$ cat src/rtl/mc_ctrl_pkg.sv
// Shared encodings for the multi-cycle RV32I control FSM: opcodes, state
// register encoding, and the ALU operand/op select codes.
package mc_ctrl_pkg;

  localparam logic [6:0] OP_RTYPE  = 7'b0110011;
  localparam logic [6:0] OP_ITYPE  = 7'b0010011;
  localparam logic [6:0] OP_LOAD   = 7'b0000011;
  localparam logic [6:0] OP_STORE  = 7'b0100011;
  localparam logic [6:0] OP_BRANCH = 7'b1100011;

  typedef enum logic [3:0] {
    S_IDLE      = 4'd0,
    S_FETCH     = 4'd1,
    S_DECODE    = 4'd2,
    S_EXEC_R    = 4'd3,
    S_EXEC_I    = 4'd4,
    S_ALU_WB    = 4'd5,
    S_MEM_ADDR  = 4'd6,
    S_MEM_READ  = 4'd7,
    S_MEM_WB    = 4'd8,
    S_MEM_WRITE = 4'd9,
    S_BRANCH    = 4'd10
  } state_t;

  localparam logic [1:0] ALUOP_ADD   = 2'b00;
  localparam logic [1:0] ALUOP_SUB   = 2'b01;
  localparam logic [1:0] ALUOP_FUNCT = 2'b10;

  localparam logic [1:0] SRCB_RS2  = 2'b00;
  localparam logic [1:0] SRCB_FOUR = 2'b01;
  localparam logic [1:0] SRCB_IMM  = 2'b10;

endpackage

$ cat src/rtl/mc_ctrl_perf.sv
// Retired-instruction and memory-stall counters for the control FSM.
// Only built when MC_CTRL_PERF_EN is defined; both wrap at 2^32.
module mc_ctrl_perf (
  input  logic        clk,
  input  logic        reset,
  input  logic        retire,
  input  logic        stall,
  output logic [31:0] retired_cnt,
  output logic [31:0] stall_cnt
);

  always_ff @(posedge clk or negedge reset) begin
    if (!reset) begin
      retired_cnt <= '0;
      stall_cnt   <= '0;
    end else begin
      if (retire) retired_cnt <= retired_cnt + 32'd1;
      if (stall)  stall_cnt   <= stall_cnt + 32'd1;
    end
  end

endmodule

$ cat src/rtl/multicycle_control_unit.sv
// Multi-cycle RV32I main control FSM (R-type, addi, lw, sw, beq).
// Define MC_CTRL_PERF_EN to build the retired/stall counters.
module multicycle_control_unit
  import mc_ctrl_pkg::*;
(
  input  logic        clk,
  input  logic        reset,
  input  logic [6:0]  Opcode,
  input  logic        Zero,
  input  logic        mem_ready,
  output logic        mem_req,
  output logic        IorD,
  output logic        MemRead,
  output logic        MemWrite,
  output logic        IRWrite,
  output logic        pc_en,
  output logic        PCSrc,
  output logic        ALUSrcA,
  output logic [1:0]  ALUSrcB,
  output logic [1:0]  ALUOp,
  output logic        Branch,
  output logic        Regwrite,
  output logic        MemtoReg,
  output logic        illegal_op,
  output logic [31:0] retired_cnt,
  output logic [31:0] stall_cnt
);

  state_t state, state_nxt;
  logic   pcwrite;

  always_ff @(posedge clk or negedge reset) begin
    if (!reset) state <= S_IDLE;
    else        state <= state_nxt;
  end

  always_comb begin
    state_nxt  = state;
    mem_req    = 1'b0;
    IorD       = 1'b0;
    MemRead    = 1'b0;
    MemWrite   = 1'b0;
    IRWrite    = 1'b0;
    pcwrite    = 1'b0;
    PCSrc      = 1'b0;
    ALUSrcA    = 1'b0;
    ALUSrcB    = SRCB_RS2;
    ALUOp      = ALUOP_ADD;
    Branch     = 1'b0;
    Regwrite   = 1'b0;
    MemtoReg   = 1'b0;
    illegal_op = 1'b0;
    case (state)
      S_IDLE: state_nxt = S_FETCH;
      S_FETCH: begin
        mem_req = 1'b1;
        MemRead = 1'b1;
        ALUSrcB = SRCB_FOUR;
        // IR and PC+4 commit only on the cycle the memory delivers
        if (mem_ready) begin
          IRWrite   = 1'b1;
          pcwrite   = 1'b1;
          state_nxt = S_DECODE;
        end
      end
      S_DECODE: begin
        ALUSrcB = SRCB_IMM;
        case (Opcode)
          OP_RTYPE:           state_nxt = S_EXEC_R;
          OP_ITYPE:           state_nxt = S_EXEC_I;
          OP_LOAD, OP_STORE:  state_nxt = S_MEM_ADDR;
          OP_BRANCH:          state_nxt = S_BRANCH;
          default: begin
            illegal_op = 1'b1;
            state_nxt  = S_FETCH;
          end
        endcase
      end
      S_EXEC_R: begin
        ALUSrcA   = 1'b1;
        ALUOp     = ALUOP_FUNCT;
        state_nxt = S_ALU_WB;
      end
      S_EXEC_I: begin
        ALUSrcA   = 1'b1;
        ALUSrcB   = SRCB_IMM;
        state_nxt = S_ALU_WB;
      end
      S_ALU_WB: begin
        Regwrite  = 1'b1;
        state_nxt = S_FETCH;
      end
      S_MEM_ADDR: begin
        ALUSrcA   = 1'b1;
        ALUSrcB   = SRCB_IMM;
        state_nxt = (Opcode == OP_LOAD) ? S_MEM_READ : S_MEM_WRITE;
      end
      S_MEM_READ: begin
        mem_req = 1'b1;
        MemRead = 1'b1;
        IorD    = 1'b1;
        if (mem_ready) state_nxt = S_MEM_WB;
      end
      S_MEM_WB: begin
        Regwrite  = 1'b1;
        MemtoReg  = 1'b1;
        state_nxt = S_FETCH;
      end
      S_MEM_WRITE: begin
        mem_req  = 1'b1;
        MemWrite = 1'b1;
        IorD     = 1'b1;
        if (mem_ready) state_nxt = S_FETCH;
      end
      S_BRANCH: begin
        ALUSrcA   = 1'b1;
        ALUOp     = ALUOP_SUB;
        Branch    = 1'b1;
        PCSrc     = 1'b1;
        state_nxt = S_FETCH;
      end
      default: state_nxt = S_IDLE;
    endcase
  end

  assign pc_en = pcwrite | (Branch & Zero);

`ifdef MC_CTRL_PERF_EN
  logic retire, stall;

  // illegal-opcode returns leave DECODE, so they never count as retired
  assign retire = (state == S_ALU_WB) || (state == S_MEM_WB) || (state == S_BRANCH) ||
                  ((state == S_MEM_WRITE) && mem_ready);
  assign stall  = !mem_ready &&
                  ((state == S_FETCH) || (state == S_MEM_READ) || (state == S_MEM_WRITE));

  mc_ctrl_perf u_perf (
    .clk         (clk),
    .reset       (reset),
    .retire      (retire),
    .stall       (stall),
    .retired_cnt (retired_cnt),
    .stall_cnt   (stall_cnt)
  );
`else
  assign retired_cnt = '0;
  assign stall_cnt   = '0;
`endif

endmodule
$ cat config.mk
export PLATFORM = sky130hd
export DESIGN_NAME = multicycle_control_unit
export DESIGN_NICKNAME = d
export VERILOG_FILES = /design/src/rtl/mc_ctrl_pkg.sv /design/src/rtl/mc_ctrl_perf.sv /design/src/rtl/multicycle_control_unit.sv
export SDC_FILE = /design/constraint.sdc
export NUM_CORES = 1
export LEC_CHECK = 0
export BUFFER_PORTS_ARGS = -buffer_cell sky130_fd_sc_hd__buf_2
export CAP_MARGIN = 20
export CELL_PAD_IN_SITES_DETAIL_PLACEMENT = 1
export CELL_PAD_IN_SITES_GLOBAL_PLACEMENT = 1
export CORE_ASPECT_RATIO = 1.1
export CORE_MARGIN = 3
export CORE_UTILIZATION = 25
export DETAILED_ROUTE_END_ITERATION = 12
export GPL_ROUTABILITY_DRIVEN = 0
export PLACE_DENSITY = 0.92
export SLEW_MARGIN = 20
export SYNTH_ARGS = -nofsm -noshare
export SYNTH_HDL_FRONTEND = slang
export SYNTH_HIERARCHICAL = 1
export SYNTH_SLANG_ARGS = --single-unit
$ cat constraint.sdc
create_clock -name clk -period 1.6 [get_ports clk]
set_input_delay 0.24 -clock clk [delete_from_list [all_inputs] [get_ports clk]]
set_output_delay 0.24 -clock clk [all_outputs]
set_load 0.005 [all_outputs]
## Word level (Yosys, flattened, before mapping)

Index checks and enable logic that the tools add are counted.

- Equal/unequal tests: 18
- Mux-type cells: 20
- Bitwise gates (word level): 2
- Reduce and logical (&&, ||, !) cells: 12

Operators by type and width:

| operator | number |
|---|---|
| 4-bit one-hot mux with 7 select lines | 1 |
| 4-bit by 3-bit equality test with 1-bit output, second input constant | 4 |
| 4-bit two-way mux | 4 |
| 4-bit one-hot mux with 4 select lines | 1 |
| 7-bit by 6-bit equality test with 1-bit output, second input constant | 2 |
| 4-bit equality test, second input constant | 3 |
| 1-bit two-way mux | 12 |
| 2-bit OR reduction | 5 |
| 4-bit by 2-bit equality test with 1-bit output, second input constant | 2 |
| 2-bit one-hot mux with 2 select lines | 2 |
| 4-bit OR reduction | 2 |
| 7-bit by 2-bit equality test with 1-bit output, second input constant | 1 |
| 7-bit by 5-bit equality test with 1-bit output, second input constant | 1 |
| 7-bit equality test, second input constant | 1 |
| 2-bit != test, second input constant | 3 |
| 3-bit OR reduction | 2 |
| 5-bit OR reduction | 1 |
| 4-bit by 1-bit equality test with 1-bit output, second input constant | 1 |
| 4-bit zero test | 1 |
| 3-bit AND reduction | 1 |
| 1-bit AND | 1 |
| 1-bit bitwise OR | 1 |

- Bits in registers: 4

## Logic depth before layout (Yosys ltp)

Gate-level depths: netlist of the first run.

- Word-level depth: 4
- Depth in mapped cells: 5

## Least setup slack after synthesis of the first run

No wires, ideal clock.

- Path type: reg-to-output
- Start: register state[2]
- End: output pc_en
- Arrival time: 1.349 ns
- Data required time: 1.360 ns
- Path slack: 0.011 ns
- Stages on the path, launching flop included: 5
- Buffers on the path: 2
- Path through: dfrtp_1 > buf_6 > clkbuf_1 > nor4b_1 > a21o_1

- Word-level cells in the longest chain between the ends: 4
- Elaborated cells on any way between the ends: 6
- Those cells by class: 2 x eq/ne; 2 x mux; 2 x bitwise

RTL lines:

| what | line | text |
|---|---|---|
| start: declaration | multicycle_control_unit.sv:29 | `state_t state, state_nxt;` |
| start signal: assignment | multicycle_control_unit.sv:34 | `else state <= state_nxt;` |
| 4-bit equality test | multicycle_control_unit.sv:53 | `case (state)` |
| 1-bit two-way mux | multicycle_control_unit.sv:53 |  |
| named net Branch | multicycle_control_unit.sv:21 | `output logic Branch,` |
| 1-bit AND | multicycle_control_unit.sv:126 | `assign pc_en = pcwrite \| (Branch & Zero);` |
| 1-bit bitwise OR | multicycle_control_unit.sv:126 |  |
| end: declaration | multicycle_control_unit.sv:16 | `output logic pc_en,` |

The timed path passes the listed nets, and every way through them passes these cells.

## Worst setup path in the final report of the first run

- Start: register state[3]
- End: output illegal_op

- Word-level cells in the longest chain between the ends: 2

RTL lines:

| what | line | text |
|---|---|---|
| 4-bit by 2-bit equality test with 1-bit output | multicycle_control_unit.sv:53 |  |
| 1-bit two-way mux | multicycle_control_unit.sv:53 |  |
| end: declaration | multicycle_control_unit.sv:24 | `output logic illegal_op,` |

Every way passes these cells.

==> results of run 1 <==
[path summary, 6_finish.rpt]
check	end	start
min in group clk	state[2]	Opcode[6]
setup / recovery	illegal_op	state[3]
max in group asynchronous	state[2]	reset
hold / removal	state[3]	reset
setup reg to reg	state[0]	state[3]
hold reg to reg	state[0]	state[3]
[placed cells by master, fill, tap and decap left out, types with 2 or more instances in the layout]
cell | netlist | routed
buf_4 | 65 | 16
nor3_1 | 2 | 2
a21oi_1 | 3 | 3
inv_1 | 3 | 3
nor4b_4 | 0 | 2
nor2_2 | 0 | 2
dfrtp_2 | 0 | 4
conb_1 | 1 | 64
nor2b_1 | 2 | 2
nand3b_1 | 2 | 2
nand2_1 | 7 | 6
nor2_4 | 0 | 3
buf_2 | 2 | 25
o21ai_0 | 2 | 2
buf_6 | 1 | 10
nor2_1 | 9 | 4
nand2b_1 | 3 | 2
clkbuf_8 | 0 | 3
[kinds of logic (layout without fill, tap and decap cells)]
logic type                count (synthesis)  in the layout  share of synthesized area, %
AOI/OAI and AO/OA                        18             18                          13.9
xor gates and xnor gates                  2              2                          1.67
buffers and inverters                    76             61                          51.5
DFF                                       4              4                          9.56
other                                     1             64                         0.358
and+or+nand+nor                          37             37                          23.1
[layer usage]
layer | track usage (%) | part of all wire (%)
met1 | 12.5 | 35
met2 | 21.3 | 55
met3 | 3.36 | 8.8
met4 | 3.60 | 1.3
met5 | 0 | 0
[power breakdown]
part / total, mW / switching [mW] / internal (mW)
registers: 0.222 / 0.0748 / 0.148
clock network: 0.222 / 0.0608 / 0.161
logic: 1.54 / 0.679 / 0.857
[per-stage QoR]
stage | cells | area (um2) | TNS (ps) | util [%] | hold WS, ps
2_1_floorplan | 201 | 1280 | 0 | - | -55.6
3_3_place_gp | 222 | 1080 | 0 | 27.0 | 49.9
3_5_place_dp | 222 | 1080 | 0 | 27.0 | 55.8
4_1_cts | 233 | 1280 | -238 | 32.0 | 359
5_1_grt | 238 | 1390 | -802 | 34.9 | 383
6_report | 238 | 1390 | -273 | 34.9 | 358
[worst reg2reg max path, delay by kind of cell, from the launching register on]
family          cells  cell delay (ps)
compound gates      2              290
simple gates        1              570
flops               1              430
buf+inv             1              150
[repair_timing]
action	in CTS	in global routing
buffers inserted	6	5
hold buffers	1	0
endpoints found under the setup margin	11	17
gates resized for setup	17	18
pin swaps	6	14
hold endpoints to repair	4	0
gates cloned	1	0
[final cells by class]
cell class,count,area (um2),share of cell area (%)
clock buffer,3,41.3,2.96
sequential,4,105,7.54
multi-input combinational,121,747,53.6
tap,52,65.1,4.67
timing repair buffer,54,420,30.2
inverter,4,15.0,1.08
==> impl_metrics.csv, run 1 <==
group,metric,value,unit
die,dieArea,5000,um2
clock_network,path_clk_slew,30,ps
synthesis,synthTopCellsByArea,"buf_4 47%, dfrtp_1 9.6%, nor2_1 3.2%, nand4bb_4 2.6%, nand2_1 2.5%",
drt,drc_errors,0,
synthesis,seq_area_frac_synth,9.56,%
die,die_h,73.9,um
drt,vias_per_cell,3.94,
global_routing,grt_pass1_vias,886,
synthesis,synthArstFlopShare,100,%
die,num_io_pins,91,
worst_setup_path,slowest_delay,570,ps
timing,rsz0062_at_grt,"yes",
clock_network,clkLatencyLatePin,220,ps
place,dpl.hpwl,2070,um
drt,dr_total_vias,938,
synthesis,netlist.area_leader.share,46.6,%
synthesis,yosysWarnings,6,
place,io_buffers,26,
power_and_ir_drop,p_leak,0.752,nW
drt,final_antenna_net_count,0,
clock_network,cts_root_buf,"clkbuf_8",
global_routing,antenna_found_initial,0,
cells_and_area,nFillCells,507,
timing,fin_skew,1.03,ps
power_and_ir_drop,power,1.98,mW
worst_setup_path,ff2ff_setup_slack,20,ps
synthesis,syn_area_per_cell,7.59,um2
synthesis,synth_edf_count,0,
cells_and_area,largest_reg_flops,4,
timing,fmax,593,MHz
drt,drtPass1Iterations,4,
global_routing,grt_max_degree,9,
outcome,failed_checks,"negative setup slack",
synthesis,yosys.cell_types.count,42,
clock_network,clock_sinks,4,
place,place_ws,43.2,ps
synthesis,postSynthCellCount,138,
global_routing,grt_usage,11.6,%
worst_setup_path,crit_path_max_fanout,4,
die,row_count,24,
drt,drtIter0Drc,52,
timing,fin_crit,1690,ps
outcome,status,"finished, violations left",
worst_setup_path,crit_arrival,1450,ps
synthesis,yosys-top-cells-count,"65 x buf_4, 9 x nor2_1, 7 x nand2_1",
synthesis,yosysMostFrequentCell,"buf_4",
cells_and_area,largest_registers,"state x4",
timing,hold_viol,0,
power_and_ir_drop,ir_drop,0.000327,V
timing,finalSetupViolCount,5,
worst_setup_path,path_cells,"or4b_4 > nor2_4 > buf_2",
synthesis,netlist_area,1050,um2
cells_and_area,nets,199,
clock_network,clock_path_buffers,2,
cells_and_area,insertedDiodeCount,0,
worst_setup_path,worstPathRequired,1360,ps
power_and_ir_drop,power_density,1420,nW/um2
timing,layout_worst_path_cycle_share,105,%
die,die_w,67.7,um
synthesis,synth_area_leader_cell,"buf_4",
cells_and_area,largest_register,"state",
worst_setup_path,cp_top_family,"simple AND/OR/NAND/NOR gates",
worst_setup_path,cp.depth,3,
global_routing,overflow,0,
synthesis,synthFlopType,"dfrtp_1",
timing,fin_ws,-86.7,ps
worst_setup_path,endpoint_kind,"output port",
clock_network,cts_buffers,3,
cells_and_area,layout-drive-gt1-share,43.5,%
worst_setup_path,crit_buf_inv,1,
clock_network,cts_tree,"built",
die,start_util,26.2,%
worst_setup_path,worst_setup_path_start_kind,"register",
worst_hold_path,hold_path.class,"in -> async",
timing,drv_slew,0,
synthesis,ys_seq_elements,4,
worst_setup_path,cpMaxStageDelayCell,"or4b_4",
drt,wire_per_inst,12.9,um
global_routing,grt_pass1_wl,4340,um
clock_network,htree_levels,1,
flow_run,maxCapViolCount,0,
cells_and_area,area_growth,33.1,%
worst_setup_path,path_class,"reg -> out",
die,core,3990,um2
drt,drt_wl_total,3070,um
worst_setup_path,ff2ff_path_depth,4,
Power figures use the tool's default switching activity.
==> run 2: changes to the inputs <==
--- a/config.mk
+++ b/config.mk
@@ -7,14 +7,12 @@
 export LEC_CHECK = 0
 export BUFFER_PORTS_ARGS = -buffer_cell sky130_fd_sc_hd__buf_2
 export CAP_MARGIN = 20
-export CELL_PAD_IN_SITES_DETAIL_PLACEMENT = 1
-export CELL_PAD_IN_SITES_GLOBAL_PLACEMENT = 1
 export CORE_ASPECT_RATIO = 1.1
 export CORE_MARGIN = 3
-export CORE_UTILIZATION = 25
+export CORE_UTILIZATION = 38
 export DETAILED_ROUTE_END_ITERATION = 12
 export GPL_ROUTABILITY_DRIVEN = 0
-export PLACE_DENSITY = 0.92
+export PLACE_DENSITY = 0.9
 export SLEW_MARGIN = 20
 export SYNTH_ARGS = -nofsm -noshare
 export SYNTH_HDL_FRONTEND = slang
==> impl_metrics.csv, run 2 (same netlist as run 1, synthesis figures left out) <==
group,metric,value,unit
cells_and_area,layout-drive-gt1-share,43.2,%
drt,vias_per_cell,4.37,
die,num_io_pins,91,
clock_network,path_clk_slew,40,ps
die,die_w,56.1,um
drt,drtIter0Drc,27,
worst_setup_path,cp_top_family,"simple AND/OR/NAND/NOR gates",
power_and_ir_drop,p_seq_share,11.9,%
worst_setup_path,worstPathRequired,1360,ps
global_routing,grt_max_degree,11,
place,place_ws,21.3,ps
cells_and_area,final_cell_mix,"64 x conb_1, 25 x buf_2, 12 x buf_4, 11 x buf_6",
timing,drv_slew,0,
place,dpl_cell_area,1020,um2
place,dpl.hpwl,1720,um
worst_setup_path,cpMaxStageDelayCell,"dfrtp_2",
global_routing,grtUsageMet1,12.5,%
timing,fin_skew,2.51,ps
global_routing,grt_pass1_vias,691,
worst_setup_path,crit_path_max_fanout,5,
worst_setup_path,worst_setup_path_start_kind,"register",
die,die_h,61.1,um
timing,fin_ws,-104,ps
drt,wire_per_inst,11.5,um
cells_and_area,largest_reg_flops,4,
cells_and_area,largest_registers,"state x4",
worst_setup_path,ff2ff_path_depth,4,
place,placed_cells,198,
global_routing,use_met2,21.9,%
worst_setup_path,path_cells,"buf_6 > nor4b_4 > and2_4 > a21o_1 > buf_2",
drt,drt_wl_total,2460,um
global_routing,busiest_layer,"met2",
cells_and_area,stdcell_count,214,
timing,layout_worst_path_cycle_share,106,%
die,dieArea,3420,um2
drt,dr_total_vias,936,
power_and_ir_drop,p_comb_share,81.0,%
cells_and_area,design_area,1320,um2
global_routing,antenna_found_initial,0,
power_and_ir_drop,power_density,1370,nW/um2
die,row_count,19,
clock_network,cts_root_buf,"clkbuf_4",
power_and_ir_drop,p_clk_share,7.1,%
power_and_ir_drop,power,1.81,mW
die,start_util,40.8,%
clock_network,cts_buffers,3,
global_routing,grt_pass1_wl,3130,um
timing,hold_viol,0,
worst_setup_path,r2r-start,"state[0]",
worst_setup_path,rr_endpoint,"state[3]",
cells_and_area,fin_util,51.4,%
die,core,2570,um2
power_and_ir_drop,p_leak,0.729,nW
outcome,failed_checks,"negative setup slack",
worst_hold_path,hold_path.class,"in -> async",
worst_setup_path,crit_arrival,1460,ps
flow_run,maxCapViolCount,0,
clock_network,cts_tree,"built",
timing,finalSetupViolCount,7,
timing,rsz0062_at_grt,"yes",
clock_network,htree_levels,1,
global_routing,grt_usage,11.9,%
outcome,status,"finished, violations left",
worst_setup_path,endpoint_kind,"output port",
cells_and_area,layout_commonest_cell,"conb_1",
worst_setup_path,slowest_delay,430,ps
power_and_ir_drop,p_int,1.04,mW
drt,drtPass1Iterations,4,
timing,setup_tns,-385,ps
place,io_buffers,26,
worst_setup_path,path_class,"reg -> out",
cells_and_area,insertedDiodeCount,0,
cells_and_area,nets,196,
timing,fmax,587,MHz
drt,final_antenna_net_count,0,
clock_network,clock_sinks,4,
drt,drc_errors,0,
clock_network,clkLatencyLatePin,240,ps
power_and_ir_drop,p_sw,0.776,mW
power_and_ir_drop,p_sw_share,42.8,%
global_routing,overflow,0,
clock_network,clock_path_buffers,2,
timing,whs,338,ps
worst_setup_path,ff2ff_setup_slack,20,ps
worst_setup_path,crit_buf_inv,2,
power_and_ir_drop,ir_drop,0.000870,V
cells_and_area,area_growth,26.0,%
global_routing,grt_util_met3,3.14,%
cells_and_area,largest_register,"state",
timing,fin_crit,1700,ps
[run 2: layer usage]
metal / vias to the layer above / wire [um]
li1: 426 / -
met1: 421 / 835
met2: 74 / 1250
met3: 15 / 278
met4: 0 / 103
met5: - / 0
[run 2: power by group through the flow]
| stage | Sequential [mW] | Combinational (mW) | Clock, mW |
|---|---|---|---|
| after floorplan | 0.155 | 0.695 | 0 |
| final | 0.216 | 1.47 | 0.128 |
| after global placement | 0.196 | 0.902 | 0 |
| after detailed placement | 0.199 | 0.917 | 0 |
| after global routing | 0.221 | 1.58 | 0.141 |
| after CTS | 0.199 | 1.17 | 0.133 |
[run 2: worst max-delay path by stage]
stage	startpoint	end	slack, ps	cells after the start
6_report	state[2]	pc_en	-100	5
5_1_grt	state[0]	mem_req	-150	5
4_1_cts	state[2]	pc_en	-90	5
3_5_place_dp	state[0]	pc_en	20	4
3_3_place_gp	Opcode[2]	state[3]	90	4
2_1_floorplan	state[2]	pc_en	10	4
[run 2: timing repair]
| item | in CTS | in global routing |
|---|---|---|
| hold endpoints to repair | 4 | 0 |
| endpoints found under the setup margin | 12 | 17 |
| resized for setup | 17 | 21 |
| cloned | 0 | 1 |
| buffers inserted | 7 | 4 |
| pin swaps | 6 | 8 |
| hold buffers | 1 | 0 |
[run 2: final cells by class]
cell class / count / area [um2]
fill: 231 / 1250
tap: 31 / 38.8
sequential: 4 / 105
multi-input combinational: 121 / 749
inverter: 4 / 15.0
clock buffer: 3 / 22.5
timing repair buffer: 51 / 389
